File: src/rtl/fifo_rr_share_ctrl_if.sv
// fifo_rr_share_ctrl_if: producer, consumer and FIFO-side signals
// of the shared-FIFO controller; the controller uses the slave view.
interface fifo_rr_share_ctrl_if #(
    parameter int DW   = 58,
    parameter int NSRC = 4,
    parameter int AW   = 8
);
    logic              flush;
    logic [NSRC-1:0]   src_en;
    logic [NSRC-1:0]   src_valid;
    logic [NSRC*DW-1:0] src_data;
    logic [NSRC-1:0]   src_ready;
    logic              m_valid;
    logic [DW-1:0]     m_data;
    logic [1:0]        m_src;
    logic              m_ready;
    logic [DW+1:0]     fifo_din;
    logic              fifo_we;
    logic              fifo_re;
    logic              fifo_clr;
    logic [DW+1:0]     fifo_dout;
    logic              fifo_full;
    logic              fifo_empty;
    logic [AW:0]       occupancy;
    logic              busy;

    modport master (
        output flush, src_en, src_valid, src_data,
        output m_ready, fifo_dout, fifo_full, fifo_empty,
        input  src_ready, m_valid, m_data, m_src,
        input  fifo_din, fifo_we, fifo_re, fifo_clr,
        input  occupancy, busy
    );

    modport slave (
        input  flush, src_en, src_valid, src_data,
        input  m_ready, fifo_dout, fifo_full, fifo_empty,
        output src_ready, m_valid, m_data, m_src,
        output fifo_din, fifo_we, fifo_re, fifo_clr,
        output occupancy, busy
    );
endinterface

File: src/rtl/fifo_rr_share_ctrl.sv
// fifo_rr_share_ctrl: four producers share one registered-read FIFO
// through round-robin writes, tagged words and a 2-entry output queue.
module fifo_rr_share_ctrl #(
    parameter int DW   = 58,
    parameter int NSRC = 4,
    parameter int AW   = 8
) (
    input  logic                 clk,
    input  logic                 rst_n,
    fifo_rr_share_ctrl_if.slave  bus
);
    localparam int FW = DW + 2;
    localparam logic [AW:0] OCC_ONE = 1;

    typedef enum logic [1:0] {
        RUN,
        FLUSH,
        RECOVER
    } state_t;

    state_t          state;
    logic            clr_q;
    logic [1:0]      rr_ptr;
    logic            inflight;
    logic [1:0]      buf_cnt;
    logic [FW-1:0]   buf0;
    logic [FW-1:0]   buf1;
    logic [AW:0]     occ;

    logic            run;
    logic            wipe;
    logic [NSRC-1:0] cand;
    logic [NSRC-1:0] grant;
    logic [1:0]      gidx;
    logic [1:0]      idx;
    logic            found;
    logic            we;
    logic            re;
    logic            pop;
    logic            cap;
    logic            mv;

    // Handshakes are held off while reset is asserted.
    assign run  = rst_n && (state == RUN);
    assign wipe = (state == FLUSH);
    assign cand = bus.src_valid & bus.src_en;

    // Round-robin pick starting one past the last winner.
    always_comb begin
        grant = '0;
        gidx  = rr_ptr;
        idx   = rr_ptr;
        found = 1'b0;
        if (run && !bus.flush && !bus.fifo_full) begin
            for (int k = 1; k <= NSRC; k++) begin
                idx = rr_ptr + 2'(k);
                if (!found && cand[idx]) begin
                    found = 1'b1;
                    gidx  = idx;
                end
            end
            if (found) begin
                grant[gidx] = 1'b1;
            end
        end
    end

    assign we  = |grant;
    assign mv  = run && (buf_cnt != 2'd0);
    assign pop = mv && bus.m_ready;
    assign cap = inflight;

    // Pop only if the word can land in the queue after
    // accounting for the read still in flight.
    assign re = run && !bus.fifo_empty &&
                (({1'b0, buf_cnt} + {2'b0, inflight}) <
                 (3'd2 + {2'b0, pop}));

    // Mode sequencing; fifo_clr is registered alongside the state.
    always_ff @(posedge clk or negedge rst_n) begin
        if (!rst_n) begin
            state <= RUN;
            clr_q <= 1'b0;
        end else if (bus.flush) begin
            state <= FLUSH;
            clr_q <= 1'b1;
        end else begin
            clr_q <= 1'b0;
            unique case (state)
                RUN:     state <= RUN;
                FLUSH:   state <= RECOVER;
                RECOVER: state <= RUN;
                default: state <= RUN;
            endcase
        end
    end

    // Remember the last winner for the next search.
    always_ff @(posedge clk or negedge rst_n) begin
        if (!rst_n) begin
            rr_ptr <= 2'd3;
        end else if (we) begin
            rr_ptr <= gidx;
        end
    end

    // Track FIFO occupancy and the outstanding read.
    always_ff @(posedge clk or negedge rst_n) begin
        if (!rst_n) begin
            occ      <= '0;
            inflight <= 1'b0;
        end else if (wipe) begin
            occ      <= '0;
            inflight <= 1'b0;
        end else begin
            inflight <= re;
            if (we && !re) begin
                occ <= occ + OCC_ONE;
            end else if (re && !we) begin
                occ <= occ - OCC_ONE;
            end
        end
    end

    // In-order 2-entry queue; capture and pop may coincide.
    always_ff @(posedge clk or negedge rst_n) begin
        if (!rst_n) begin
            buf_cnt <= 2'd0;
            buf0    <= '0;
            buf1    <= '0;
        end else if (wipe) begin
            buf_cnt <= 2'd0;
        end else begin
            unique case ({cap, pop})
                2'b11: begin
                    if (buf_cnt == 2'd2) begin
                        buf0 <= buf1;
                        buf1 <= bus.fifo_dout;
                    end else begin
                        buf0 <= bus.fifo_dout;
                    end
                end
                2'b10: begin
                    if (buf_cnt == 2'd0) begin
                        buf0 <= bus.fifo_dout;
                    end else begin
                        buf1 <= bus.fifo_dout;
                    end
                    buf_cnt <= buf_cnt + 2'd1;
                end
                2'b01: begin
                    buf0    <= buf1;
                    buf_cnt <= buf_cnt - 2'd1;
                end
                default: begin
                end
            endcase
        end
    end

    assign bus.src_ready = grant;
    assign bus.fifo_we   = we;
    assign bus.fifo_din  = {gidx, bus.src_data[gidx*DW +: DW]};
    assign bus.fifo_re   = re;
    assign bus.fifo_clr  = clr_q;
    assign bus.m_valid   = mv;
    assign bus.m_src     = buf0[FW-1 -: 2];
    assign bus.m_data    = buf0[DW-1:0];
    assign bus.occupancy = occ;
    assign bus.busy      = (occ != '0) || (buf_cnt != 2'd0) || inflight;

    a_no_ovf: assert property (@(posedge clk) disable iff (!rst_n)
        !(cap && !pop && (buf_cnt == 2'd2)));

    a_no_we_full: assert property (@(posedge clk) disable iff (!rst_n)
        !(we && bus.fifo_full));

    a_no_re_empty: assert property (@(posedge clk) disable iff (!rst_n)
        !(re && bus.fifo_empty));
endmodule

File: src/flat_wrapper.sv
// flat-port wrapper written by rule: the top's interface ports become plain ports
module fifo_rr_share_ctrl_flat 
#(
    parameter int DW   = 58,
    parameter int NSRC = 4,
    parameter int AW   = 8
)
  (clk, rst_n, bus_flush, bus_src_en, bus_src_valid, bus_src_data, bus_m_ready, bus_fifo_dout, bus_fifo_full, bus_fifo_empty, bus_src_ready, bus_m_valid, bus_m_data, bus_m_src, bus_fifo_din, bus_fifo_we, bus_fifo_re, bus_fifo_clr, bus_occupancy, bus_busy);
  fifo_rr_share_ctrl_if #(.DW(DW), .NSRC(NSRC), .AW(AW)) bus_i ();
  input  logic clk;
  input  logic rst_n;
  input wire logic [$bits(bus_i.flush)-1:0] bus_flush;
  input wire logic [$bits(bus_i.src_en)-1:0] bus_src_en;
  input wire logic [$bits(bus_i.src_valid)-1:0] bus_src_valid;
  input wire logic [$bits(bus_i.src_data)-1:0] bus_src_data;
  input wire logic [$bits(bus_i.m_ready)-1:0] bus_m_ready;
  input wire logic [$bits(bus_i.fifo_dout)-1:0] bus_fifo_dout;
  input wire logic [$bits(bus_i.fifo_full)-1:0] bus_fifo_full;
  input wire logic [$bits(bus_i.fifo_empty)-1:0] bus_fifo_empty;
  output wire logic [$bits(bus_i.src_ready)-1:0] bus_src_ready;
  output wire logic [$bits(bus_i.m_valid)-1:0] bus_m_valid;
  output wire logic [$bits(bus_i.m_data)-1:0] bus_m_data;
  output wire logic [$bits(bus_i.m_src)-1:0] bus_m_src;
  output wire logic [$bits(bus_i.fifo_din)-1:0] bus_fifo_din;
  output wire logic [$bits(bus_i.fifo_we)-1:0] bus_fifo_we;
  output wire logic [$bits(bus_i.fifo_re)-1:0] bus_fifo_re;
  output wire logic [$bits(bus_i.fifo_clr)-1:0] bus_fifo_clr;
  output wire logic [$bits(bus_i.occupancy)-1:0] bus_occupancy;
  output wire logic [$bits(bus_i.busy)-1:0] bus_busy;
  assign bus_i.flush = bus_flush;
  assign bus_i.src_en = bus_src_en;
  assign bus_i.src_valid = bus_src_valid;
  assign bus_i.src_data = bus_src_data;
  assign bus_i.m_ready = bus_m_ready;
  assign bus_i.fifo_dout = bus_fifo_dout;
  assign bus_i.fifo_full = bus_fifo_full;
  assign bus_i.fifo_empty = bus_fifo_empty;
  assign bus_src_ready = bus_i.src_ready;
  assign bus_m_valid = bus_i.m_valid;
  assign bus_m_data = bus_i.m_data;
  assign bus_m_src = bus_i.m_src;
  assign bus_fifo_din = bus_i.fifo_din;
  assign bus_fifo_we = bus_i.fifo_we;
  assign bus_fifo_re = bus_i.fifo_re;
  assign bus_fifo_clr = bus_i.fifo_clr;
  assign bus_occupancy = bus_i.occupancy;
  assign bus_busy = bus_i.busy;
  fifo_rr_share_ctrl #(.DW(DW), .NSRC(NSRC), .AW(AW)) u_core (.clk(clk), .rst_n(rst_n), .bus(bus_i));
endmodule
File: config.mk
export PLATFORM = sky130hd
export DESIGN_NAME = fifo_rr_share_ctrl_flat
export DESIGN_NICKNAME = d
export VERILOG_FILES = /design/src/rtl/fifo_rr_share_ctrl_if.sv /design/src/rtl/fifo_rr_share_ctrl.sv /design/src/flat_wrapper.sv
export SDC_FILE = /design/constraint.sdc
export NUM_CORES = 1
export LEC_CHECK = 0
export CORE_AREA = 4 4 171 173
export CTS_BUF_LIST = sky130_fd_sc_hd__clkbuf_8 sky130_fd_sc_hd__clkbuf_16
export DETAILED_ROUTE_END_ITERATION = 10
export DIE_AREA = 0 0 175 177
export PLACE_DENSITY = 0.74
export SYNTH_ARGS = -nofsm -noshare
export SYNTH_HDL_FRONTEND = slang
export SYNTH_SLANG_ARGS = --single-unit
File: constraint.sdc
create_clock -name clk -period 8.6 [get_ports clk]
set_input_delay 1.29 -clock clk [delete_from_list [all_inputs] [get_ports clk]]
set_output_delay 1.29 -clock clk [all_outputs]
set_load 0.1 [all_outputs]
* Word level (Yosys, flattened, before mapping) *
Index checks and enable logic that the tools add are counted.

cells by class
  equality and inequality tests = 8
  add/subtract/negate cells = 9
  shift-type cells = 1
  bitwise logic cells = 2
  reduce and logical (&&, ||, !) cells = 34
  multiply operators = 1
  magnitude comparators = 7
  muxes and demuxes = 41

operators with widths
  cell                                                                           count
  60-bit 2-to-1 mux                                                              4
  232-bit by 9-bit indexed part select with 58-bit output                        1
  60-bit case mux with 3 select lines                                            1
  60-bit case mux with 2 select lines                                            1
  9-bit 2-to-1 mux                                                               3
  2-bit 2-to-1 mux                                                               9
  2-bit by 3-bit less-than comparator with 1-bit output (second input constant)  5
  1-bit 2-to-1 mux                                                               15
  1-bit logical AND                                                              13
  9-bit by 1-bit adder with 9-bit output (second input constant)                 1
  3-bit nonzero test                                                             3
  9-bit nonzero test                                                             1
  9-bit by 1-bit subtractor with 9-bit output (second input constant)            1
  1-bit binary-select mux with 2-bit select                                      4
  1-bit logical NOT                                                              8
  4-bit 2-to-1 mux                                                               2
  2-bit by 5-bit multiplier with 7-bit output (second input constant)            1
  2-bit == test (second input constant)                                          3
  2-bit by 1-bit adder with 2-bit output (second input constant)                 2
  2-bit adder (second input constant)                                            2
  4-bit AND                                                                      1
  2-bit by 1-bit == test with 1-bit output (second input constant)               2
  2-bit logical NOT                                                              2
  2-bit by 1-bit inequality test with 1-bit output (second input constant)       2
  other kinds (14)                                                               16

storage, ports and cells
  word-level logic and storage cells = 111
  register bits = 137
  output and inout port bits = 138

* Depth between registers and ports, before layout *
  depth in word-level cells = 29
  gate-level depth with buffers = 16
  mapped depth without buffers = 15

* Least setup slack after synthesis *
No wires, ideal clock.

  path kind = input-to-reg
  from = in rst_n
  to = reg u_core.occ[8], in the netlist u_core.bus.occupancy[8]
  arrival time = 8.554 ns
  buffers on the path = 0
  stages = 15
  path slack = -0.034 ns
  cells stage by stage = or3b_4 nor2_1 nand2_1 o21ai_1 nor4b_1 inv_2 ha_1 inv_1 ha_1 nor2b_1 o21ai_0 a21oi_1 o21ai_0 mux2i_1 mux2i_1

between the ends
  cells in the longest elaborated chain, start to end = 10
  elaborated cells on any way between the ends = 18

ends and longest elaborated chain
  item                                        line                       source
  start: declaration                          flat_wrapper.sv:11         input logic rst_n;
  1-bit logical AND (*)                       fifo_rr_share_ctrl.sv:44   assign run = rst_n && (state == RUN);
  1-bit logical AND (*)                       fifo_rr_share_ctrl.sv:69   assign mv = run && (buf_cnt != 2'd0);
  named net bus_m_valid                       flat_wrapper.sv:21         output wire logic [$bits(bus_i.m_valid)-1:0] bus_m_valid;
  1-bit logical AND (*)                       fifo_rr_share_ctrl.sv:70   assign pop = mv && bus.m_ready;
  2-bit by 1-bit adder with 3-bit output (*)  fifo_rr_share_ctrl.sv:77   (3'd2 + {2'b0, pop}));
  3-bit less-than comparator (*)              fifo_rr_share_ctrl.sv:76   (({1'b0, buf_cnt} + {2'b0, inflight}) <
  1-bit logical AND (*)                       fifo_rr_share_ctrl.sv:75   assign re = run && !bus.fifo_empty &&
  named net bus_fifo_re                       flat_wrapper.sv:26         output wire logic [$bits(bus_i.fifo_re)-1:0] bus_fifo_re;
  1-bit logical NOT                           fifo_rr_share_ctrl.sv:117  if (we && !re) begin
  1-bit logical AND                           fifo_rr_share_ctrl.sv:117
  9-bit 2-to-1 mux                            fifo_rr_share_ctrl.sv:117
  9-bit 2-to-1 mux                            fifo_rr_share_ctrl.sv:112  end else if (wipe) begin
  end signal: assignment                      fifo_rr_share_ctrl.sv:118  occ <= occ + OCC_ONE;
  end signal: assignment                      fifo_rr_share_ctrl.sv:120  occ <= occ - OCC_ONE;
  end: declaration                            fifo_rr_share_ctrl.sv:28   logic [AW:0] occ;

Mark *: on every way through the listed nets, which the timed path passes. The rest lies on a longest branch.
A chain may end at the register's enable or synchronous reset.

* Worst setup path after layout *
  from = in bus_src_valid[1]
  to = out bus_fifo_din[23]

between the ends
  cells in the longest elaborated chain, start to end = 20
  elaborated cells on any way between the ends = 29

ends and longest elaborated chain
  item                                                         line                       source
  start: declaration                                           flat_wrapper.sv:14         input wire logic [$bits(bus_i.src_valid)-1:0] bus_src_valid;
  4-bit AND (*)                                                fifo_rr_share_ctrl.sv:46   assign cand = bus.src_valid & bus.src_en;
  1-bit binary-select mux with 2-bit select                    fifo_rr_share_ctrl.sv:57   if (!found && cand[idx]) begin
  1-bit 2-to-1 mux (implied by the code)                       fifo_rr_share_ctrl.sv:57
  1-bit 2-to-1 mux                                             fifo_rr_share_ctrl.sv:57
  1-bit 2-to-1 mux                                             fifo_rr_share_ctrl.sv:54   if (run && !bus.flush && !bus.fifo_full) begin
  1-bit logical NOT                                            fifo_rr_share_ctrl.sv:57
  1-bit logical AND                                            fifo_rr_share_ctrl.sv:57
  1-bit 2-to-1 mux                                             fifo_rr_share_ctrl.sv:57
  (+3 left out)                                                n/a
  1-bit 2-to-1 mux                                             fifo_rr_share_ctrl.sv:57
  1-bit 2-to-1 mux                                             fifo_rr_share_ctrl.sv:54
  1-bit logical NOT                                            fifo_rr_share_ctrl.sv:57
  1-bit logical AND                                            fifo_rr_share_ctrl.sv:57
  2-bit 2-to-1 mux (*)                                         fifo_rr_share_ctrl.sv:57
  2-bit 2-to-1 mux (*) (2 in series)                           fifo_rr_share_ctrl.sv:54
  2-bit by 5-bit multiplier with 7-bit output (*)              fifo_rr_share_ctrl.sv:163  assign bus.fifo_din = {gidx, bus.src_data[gidx*DW +: DW]};
  232-bit by 9-bit indexed part select with 58-bit output (*)  fifo_rr_share_ctrl.sv:163
  end: declaration                                             flat_wrapper.sv:24         output wire logic [$bits(bus_i.fifo_din)-1:0] bus_fifo_din;

Every way passes the cells marked *; elsewhere a longest branch is shown, timed or not. The select of a mux whose other input is x is not followed.

==> key figures <==
Outcome
  • Status: complete, no violations

Route
  • 1st-iter DRT viols: 705
  • Via/cell ratio: 5.644
  • Post-route ant nets: 0
  • DRC: 0
  • Routed WL: 41.35 mm
  • Wire per inst: 22.22 µm
  • Via count: 10.50k
  • DRT Pass-1 Iters: 5

Hold path
  • Hold Path Origin: u_core.buf0[46]
  • Hold Crit Class: reg -> reg
  • Hold depth: 2
  • Endpoint, Worst Hold: u_core.buf0[46]

Floorplan
  • CORE AREA: 27630 µm²
  • Die area: 30980 µm²
  • Row cnt: 61
  • Chip width: about 180 µm
  • Num ports: 444
  • Die H: approximately 180 µm
  • Initial Util: a little under 40%

Setup path
  • Critical path class: in -> out
  • Worst setup EP type: primary output
  • RR Endpoint: u_core.bus.occupancy[8]
  • R2r startpoint: u_core.state[1]
  • CP max stage cell: clkdlybuf4s50_1
  • CP max FO: 77
  • WP data arrival: ~5400 ps
  • Top delay family on crit path: buffers and inverters
  • Most numerous cell on the critical path: clkdlybuf4s50_1
  • Cell Chain, Critical Path: clkdlybuf4s50_1 > nand2_1 > o311ai_2 > mux2_4 > buf_4 > mux4_2 > mux2_2 > clkdlybuf4s50_1
  • Data required time of the critical path: 7310 ps
  • Reg2Reg Depth: 14
  • Worst R2R Setup Slack: 4470 ps
  • Crit path launch type: input port
  • Worst path max stage delay: 1000 ps
  • WP buf/inv: 3

Power and ir drop
  • Comb pwr share: 68.8%
  • Sw power: 3.270 mW
  • Pleak: 6.613 nW
  • P_int: 2.685 mW
  • Sw Share: 54.90%
  • Peak supply drop: 0.3740 mV
  • Pwr/cell area: roughly 360 nW/µm²
  • Clock power frac: 13.6%
  • Part of the power in registers: between 15 and 20%
  • Total power: 5.955 mW

Timing
  • Layout Skew: ~12 ps
  • Fmax: 148.9 MHz
  • Count of final setup violators: 0
  • Unrepaired setup endpoints after global routing: no
  • Worst relative slew slack: 26.98%
  • Hold Fails Final Rpt: 0
  • Period minus WS final: 6715 ps
  • Tcrit/Tclk final: 78.08%
  • Pins Over Slew Limit: 0
  • Worst Tran Pin Value: approximately 1100 ps
  • Setup TNS: 0 ps

Yosys
  • Post-synthesis cell count: 1077
  • Leading area contributor after synthesis: dfrtp_1
  • Post-synthesis cell type count: 44
  • Register area share after synthesis: a little under a third
  • Most common flop cell mapped by yosys: dfrtp_1
  • Number of synthesized register bits: 136
  • Synth Area per Inst: 10.21 µm²
  • Post-synth top area share: 30.50%
  • EDFF count, synth: 0
  • YS warnings: 0
  • Mapped Area: 10990 µm²
  • Synth area leaders: dfrtp_1, mux4_2, nand2_1, mux4_1, mux2_2
  • Asr flop ratio synth: 100.0%
  • Post-Syn Nets: 1398

Clock tree
  • CTS tree: done
  • CTS sink cnt: 136
  • Clock-pin slew on the worst setup and hold paths: 60 ps
  • Worst-Skew Late Latency: 420 ps
  • CTS H-Tree Depth: 4
  • Setup Fix Bufs, Post-CTS: 0
  • Post-CTS sizing: 0
  • Root Buffer: clkbuf_16
  • Longest Clk Path Bufs: 2
  • CTS Buf Count: 17
  • Cts hold-fix bufs: 0

Global routing
  • First-pass GRT wire length: 61.35 mm
  • Largest net degree at the start of global routing: around 120
  • Antenna violations before repair: 10
  • Total GRT Usage: 25.51%
  • Vias in the first global route: about 11k
  • Total grt overflow: 0

Placed design
  • Placed instance count: 1816
  • Gp weighted congestion: around 0.9
  • Buffers on Ports: 443
  • Dpl hpwl: 30.67 mm

Final layout
  • Area growth from synthesis to layout: 48.55%
  • Fin cells: 1861
  • Layout Nets: 1778
  • Ratio of cells with drive above 1 in the final layout: between 10% and 20%
  • Final core occ: between 50 and 60%

Flow run
  • Max Cap Viol: 0
-- layer usage --
layer	track usage, %	wire, µm
met3	6.943	3237
met2	43.14	20700
met4	9.820	1436
met1	31.33	15980
met5	0	0
-- placed cells by master (no fill, tap or decap), types with 2 or more instances in the layout --
cell             Yosys  routed
buf_4                0      12
a21oi_1              8       8
nand2b_1             5       4
clkbuf_16            0      17
diode_2              0      13
inv_1               10      12
mux2i_1              6       6
mux4_2              74      74
xor2_1               4       4
nand4_1              2       2
ha_1                14      11
nor4b_1              3       2
clkinv_4             0       3
a22oi_1             60      60
mux4_1              40      40
o21ai_0            128     128
nor3_1               6       6
nand2_1            312     311
o21ai_1              2       2
nor3b_1              2       2
inv_6                0       4
a21o_1               3       3
xnor2_1              2       2
bufinv_16            0       5
and3_1               5       5
nor2_1              17      17
ha_2                 0       2
nor4_1               2       2
mux2_2              72      71
inv_2                3       3
nor2b_1              3       2
dfrtp_1            134     134
clkdlybuf4s50_1      0     442
mux2_1              50      50
-- how the worst max path moves through the flow --
stage | startpoint | end | slack, ps | depth (start not counted)
floorplan | rst_n | u_core.bus.occupancy[8] | 1460 | 15
global placement | bus_src_valid[1] | bus_fifo_din[27] | 1950 | 8
detailed placement | bus_src_valid[1] | bus_fifo_din[32] | 1830 | 8
CTS | bus_src_valid[1] | bus_fifo_din[23] | 1820 | 8
global route | bus_src_valid[1] | bus_fifo_din[23] | 1680 | 8
finish | bus_src_valid[1] | bus_fifo_din[23] | 1890 | 8
-- power by group through the flow --
| stage | sequential [mW] | clock, mW | combinational (mW) |
|---|---|---|---|
| 3_5_place_dp | 1.06 | 0 | 4.09 |
| 2_1_floorplan | 1.79 | 0 | 2.41 |
| 5_1_grt | 1.08 | 0.852 | 4.25 |
| 3_3_place_gp | 1.05 | 0 | 4.05 |
| 4_1_cts | 1.05 | 0.825 | 4.10 |
| 6_report | 1.05 | 0.812 | 4.10 |
-- Yosys cell counts (8+ instances only) --
cell type / count
a22oi_1: 60
buf_2: 21
nand2_1: 312
clkbuf_1: 64
nor2_1: 17
o21ai_0: 128
mux2_2: 72
mux2_1: 50
ha_1: 14
mux4_2: 74
a21oi_1: 8
dfrtp_1: 134
inv_1: 10
mux4_1: 40
-- per-stage QoR --
stage | setup WS (ps) | area [µm²] | hold WS [ps]
floorplan | 1457 | 11000 | 459.2
global placement | 1954 | 15650 | 459.6
detailed placement | 1829 | 15650 | 469.0
CTS | 1815 | 16300 | 482.8
global route | 1675 | 16330 | 504.7
finish | 1885 | 16330 | 475.0
-- area by class of cell --
| cell class | instances | area, µm² |
|---|---|---|
| flip-flops and latches | 136 | 3410 |
| well taps | 378 | 473.0 |
| inverters | 13 | 48.80 |
| fillers | 2345 | 11300 |
| clock buffers | 17 | 425.4 |
| clock inverters | 15 | 224.0 |
| repair buffers | 456 | 4546 |
| diodes | 13 | 32.53 |
| multi-input cells | 833 | 7173 |
-- state kept, by name, indices dropped and copies added (netlist names) --
register and flops:
u_core.state 2, u_core.buf_cnt 2, u_core.bus.occupancy 9, u_core.buf0 60
u_core.rr_ptr 2, u_core.buf1 60, u_core.cap 1
-- worst min-delay path, delay by kind of cell, from the launching register on --
kind,cells,cell delay (ps)
flops,1,340
compound gates,1,60
simple gates,1,50
-- kinds of logic after synthesis --
family	count (synthesis)	share of synthesized area, %
flip-flops	136	30.98
adder cells (fa/ha/maj)	15	1.775
AO/OA/AOI/OAI	209	11.35
multiplexers	242	37.76
AND/OR/NAND/NOR	361	13.33
XOR/XNOR	6	0.4780
buffers and inverters	108	4.336
(Power assumes the default switching activity.)
